## src/rtl/dmux_router.sv

```systemverilog
// dmux_router: 1-to-WAYS demultiplexer with one registered slot per lane.
// A single producer hands WIDTH-bit words over a valid/ready handshake; each
// word lands in the slot of lane in_sel, or in every slot when in_bcast is set.
// Idle lanes present zero data. An accepted word whose select names no lane
// is dropped and latches the sticky err_sel flag until reset.
//
// Ports:
//   clk, rst_n          clock, asynchronous active-low reset
//   in_valid/in_ready   producer handshake (in_ready is combinational)
//   in_data, in_sel     word and destination lane index
//   in_bcast            deliver to all lanes, in_sel ignored
//   out_valid/out_ready per-lane consumer handshake
//   out_data            lane i at bits [i*WIDTH +: WIDTH]
//   err_sel             sticky out-of-range select indicator
module dmux_router #(
  parameter int unsigned WIDTH = 16,
  parameter int unsigned WAYS  = 8,
  parameter int unsigned SEL_W = 3
) (
  input  logic                    clk,
  input  logic                    rst_n,
  input  logic                    in_valid,
  output logic                    in_ready,
  input  logic [WIDTH-1:0]        in_data,
  input  logic [SEL_W-1:0]        in_sel,
  input  logic                    in_bcast,
  output logic [WAYS-1:0]         out_valid,
  input  logic [WAYS-1:0]         out_ready,
  output logic [WAYS*WIDTH-1:0]   out_data,
  output logic                    err_sel
);

  logic [WAYS-1:0]             free;
  logic [WAYS-1:0]             hit;
  logic [WAYS-1:0]             drain;
  logic [WAYS-1:0]             load;
  logic                        sel_in_range;
  logic                        accept;
  logic                        drop;
  logic [WAYS-1:0][WIDTH-1:0]  data_q;

  // Slot status, handshake and per-lane load/drain decisions.
  always_comb begin
    free         = '0;
    hit          = '0;
    drain        = '0;
    load         = '0;
    sel_in_range = 1'b0;
    in_ready     = 1'b0;
    accept       = 1'b0;
    drop         = 1'b0;

    for (int i = 0; i < int'(WAYS); i++) begin
      // A slot being drained this cycle can take a new word without a bubble.
      free[i]  = !out_valid[i] || out_ready[i];
      hit[i]   = (in_sel == SEL_W'(i));
      drain[i] = out_valid[i] && out_ready[i];
    end
    sel_in_range = |hit;

    // Out-of-range selects are always accepted so the producer never stalls.
    if (in_bcast)
      in_ready = &free;
    else if (sel_in_range)
      in_ready = |(hit & free);
    else
      in_ready = 1'b1;

    accept = in_valid && in_ready;
    drop   = accept && !in_bcast && !sel_in_range;

    for (int i = 0; i < int'(WAYS); i++)
      load[i] = accept && (in_bcast || hit[i]);
  end

  // Lane slots: reload wins over drain; a drained slot returns to zero.
  always_ff @(posedge clk or negedge rst_n) begin
    if (!rst_n) begin
      out_valid <= '0;
      data_q    <= '0;
    end else begin
      for (int i = 0; i < int'(WAYS); i++) begin
        if (load[i]) begin
          out_valid[i] <= 1'b1;
          data_q[i]    <= in_data;
        end else if (drain[i]) begin
          out_valid[i] <= 1'b0;
          data_q[i]    <= '0;
        end
      end
    end
  end

  // Sticky error flag for dropped out-of-range words.
  always_ff @(posedge clk or negedge rst_n) begin
    if (!rst_n)
      err_sel <= 1'b0;
    else if (drop)
      err_sel <= 1'b1;
  end

  assign out_data = data_q;

endmodule

```

## config.mk

```make
export PLATFORM = sky130hd
export DESIGN_NAME = dmux_router
export DESIGN_NICKNAME = d
export VERILOG_FILES = /design/src/rtl/dmux_router.sv
export SDC_FILE = /design/constraint.sdc
export NUM_CORES = 1
export LEC_CHECK = 0
export CORE_MARGIN = 5
export CORE_UTILIZATION = 47
export CTS_CLUSTER_DIAMETER = 80
export CTS_CLUSTER_SIZE = 8
export DETAILED_ROUTE_END_ITERATION = 16
export MAX_ROUTING_LAYER = met4
export PLACE_DENSITY_LB_ADDON = 0.3
export SLEW_MARGIN = 20
export SYNTH_ARGS = -nofsm -noshare
export SYNTH_HDL_FRONTEND = slang
export SYNTH_SLANG_ARGS = --single-unit
export TNS_END_PERCENT = 10
```

## constraint.sdc

```tcl
create_clock -name clk -period 2.25 [get_ports clk]
set_clock_uncertainty 0.05 [all_clocks]
set_input_delay 0.225 -clock clk [delete_from_list [all_inputs] [get_ports clk]]
set_output_delay 0.225 -clock clk [all_outputs]
set_load 0.01 [all_outputs]
```

==> impl_metrics.env <==
export IMPL_status="complete, but fails checks"
export IMPL_violations="setup timing"
export IMPL_start_util=0.4805
export IMPL_slowest_delay_ps=530
export IMPL_worstPathRequired_ps=1980
export IMPL_pre_cts_ws_ps=-440.0
export IMPL_multiInputGateArea_mm2=0.002178
export IMPL_cap_viol_max_count=0
export IMPL_synth_nets=579
export IMPL_synth_area_leaders="dfrtp_1 (59%), mux2i_1 (14%), nand2_1 (12%), o21ai_0 (4.2%), clkbuf_1 (1.2%)"
export IMPL_fin_crit_ps=2337
export IMPL_p_per_area_mw_per_mm2=1379
export IMPL_start_kind="flip-flop"
export IMPL_drc_errors=0
export IMPL_path_clk_slew_ps=50
export IMPL_drtAntennaViolNets=0
export IMPL_path_class="flip-flop to primary output"
export IMPL_crit_chain="nand2b_1, and3b_1, or4_4, a21boi_4, o31a_1, buf_2"
export IMPL_cp_slowest_cell="or4_4"
export IMPL_hpwl_um=12000
export IMPL_clock_path_buffers=2
export IMPL_crit_fanout=2
export IMPL_pin_count=169
export IMPL_finalSetupViolCount=1
export IMPL_syn_instance_count=548
export IMPL_drv_slew=0
export IMPL_fin_cells=905
export IMPL_grt_use_total=0.2367
export IMPL_cts_tree="yes"
export IMPL_viasPerCell=5.214
export IMPL_antenna_cells=0
export IMPL_die_area_mm2=0.01460
export IMPL_fin_nets=776
export IMPL_yosysSeqAreaShare=0.5940
export IMPL_grt_pass1_vias=5010
export IMPL_placed_cells=866
export IMPL_dieWidth_um=120.8
export IMPL_worst_setup_path_end_kind="primary output"
export IMPL_ys_async_sr_fraction=1.000
export IMPL_power_leakage_nw=3.997
export IMPL_finalWorstSetupSlack_ps=-87.47
export IMPL_seq_area_mm2=0.003428
export IMPL_cts_htree_levels=4
export IMPL_syn_avg_cell_area_um2=10.53
export IMPL_drtIter0Drc=403
export IMPL_highest_layer="met4"
export IMPL_layout_drive_gt1_share=0.1069
export IMPL_yosys_register_bits=137
export IMPL_vdd_drop_max_uv=761.0
export IMPL_root_buffer="clkbuf_16"
export IMPL_coreArea_mm2=0.01201
export IMPL_gp_congestion=0.9667
export IMPL_worstSkewPairLatency_ps=410
export IMPL_numCtsBuffers=17
export IMPL_rsz0062_at_grt="yes"
export IMPL_slew_headroom=0.6012
export IMPL_tightest_slew_ps=596.8
export IMPL_first_pass_iters=5
export IMPL_path_buf_inv=1
export IMPL_synthDistinctLibCells=34
export IMPL_met1_length_um=6909
export IMPL_netlist_area_mm2=0.005772
export IMPL_min_path_type="input pin to asynchronous set/reset pin"
export IMPL_antenna_found_initial=0
export IMPL_max_freq_ghz=0.4278
export IMPL_die_h_um=120.8
export IMPL_areaGrowthSynthToFinish_pct=47.11
export IMPL_yosysWarnings=0
export IMPL_clock_sinks=137
export IMPL_nFillCells=887
export IMPL_wl_per_cell_um=17.77
export IMPL_synth_edff_count=0
export IMPL_num_rows=40
export IMPL_dr_wl_met3_um=1113
export IMPL_grt_overflow_total=0
export IMPL_synth_top_area_cell="dfrtp_1"
export IMPL_io_buffer_count=168
export IMPL_vias=4719
export IMPL_r2r_setup_slack_ps=170
export IMPL_grt_pass1_wl_um=26250
export IMPL_timing_final_hold_violations=0
export IMPL_finalWirelength_um=16080
export IMPL_wl_met2_um=7721
export IMPL_grt_start_max_net_pins=69
export IMPL_synth_top_area_frac=0.5940
export IMPL_crit_family="simple AND/OR/NAND/NOR gates"
export IMPL_synthFlopType="dfrtp_1"
export IMPL_worstPathArrival_ps=2060
export IMPL_period_share=1.039
-- kinds of logic (layout without fill, tap and decap cells) --
group	after synthesis	count (layout)	share of synthesized area
simple gates	227	227	0.1695
flops	137	137	0.5940
mux	82	82	0.1422
compound gates	58	58	0.05658
buf+inv	44	254	0.03772
-- metal layers --
| metal | vias to the layer above | GRT usage |
|---|---|---|
| li1 | 2199 | - |
| met1 | 2319 | 0.2949 |
| met2 | 173 | 0.3699 |
| met3 | 28 | 0.06876 |
| met4 | 0 | 0.08711 |
| met5 | - | - |
-- cell type report --
cell class / instances / area share
sequential: 137 / 0.4038
multi-input combinational: 367 / 0.2566
timing repair buffer: 205 / 0.2439
clock buffer: 23 / 0.05511
tap: 147 / 0.02166
clock inverter: 9 / 0.01149
inverter: 17 / 0.007515
-- cell usage after synthesis (all sizes together), types with 2 or more instances --
library cell  instances
and3b                 2
o31a                  2
nand3b                2
mux2i                82
dfrtp               137
inv                  17
nand2               195
o21ai                49
nor2                  2
or2b                  3
nand2b                8
nand4                 3
buf                   9
o31ai                 3
nand3                 6
clkbuf               18
-- cell usage in the layout, fill, tap and decap left out, types with 2 or more instances in the layout --
master	count
nand3_1	6
dfrtp_1	137
clkinv_2	6
mux2i_1	82
clkbuf_1	4
buf_12	9
inv_1	17
nand2_2	3
nand2b_1	7
o31ai_4	3
or2b_2	2
buf_4	27
clkdlybuf4s50_1	166
nor2_1	2
o31a_1	2
clkbuf_16	17
clkbuf_8	2
bufinv_16	2
and3b_1	2
nand2_1	192
o21ai_0	49
nand3b_1	2
-- power breakdown --
group          total (mW)  switching, mW  internal [mW]  leakage, nW
Clock                2.66          0.978           1.68        0.280
Sequential           4.25          0.686           3.57         1.76
Combinational        4.80           2.15           2.66         1.95
-- flip-flops by register name, indices dropped and copies added, names as in the netlist --
name,count
out_valid,8
err_sel,1
out_data,128
-- worst paths after layout --
| kind | startpoint | end | cells after the start |
|---|---|---|---|
| worst max-delay path | out_valid[1]$_DFFE_PN0P_ | in_ready | 6 |
| worst min-delay path | rst_n | out_data[122]$_DFFE_PN0P_ | 2 |
| worst max register to register | out_valid[1]$_DFFE_PN0P_ | out_data[89]$_DFFE_PN0P_ | 7 |
| worst min register to register | err_sel$_DFFE_PN0P_ | err_sel$_DFFE_PN0P_ | 0 |
| max in group asynchronous | rst_n | out_data[64]$_DFFE_PN0P_ | 3 |
| min in group clk | err_sel$_DFFE_PN0P_ | err_sel$_DFFE_PN0P_ | 0 |
-- stage by stage --
step / total power, mW / util / TNS (ps) / cell area [um2] / hold WS [ps]
floorplan: 6.000 / - / 0 / 5772 / -120.6
global placement: 8.900 / 0.6547 / -3334 / 7864 / 89.52
detailed placement: 9.086 / 0.6547 / -3913 / 7864 / 94.48
CTS: 11.82 / 0.7056 / -104.2 / 8476 / 219.8
global route: 12.42 / 0.7069 / -178.6 / 8491 / 241.9
finish: 11.71 / 0.7069 / -87.47 / 8491 / 225.7
-- repair_timing --
action / 4_1_cts / 5_1_grt
setup buffers: 5 / 1
pin swaps: 1 / 0
endpoints found under the hold margin: 34 / 0
resized for setup: 6 / 1
setup endpoints to repair: 1 / 1
hold buffers: 1 / 0
cloned: 0 / 0
Power figures use the tool's default switching activity.
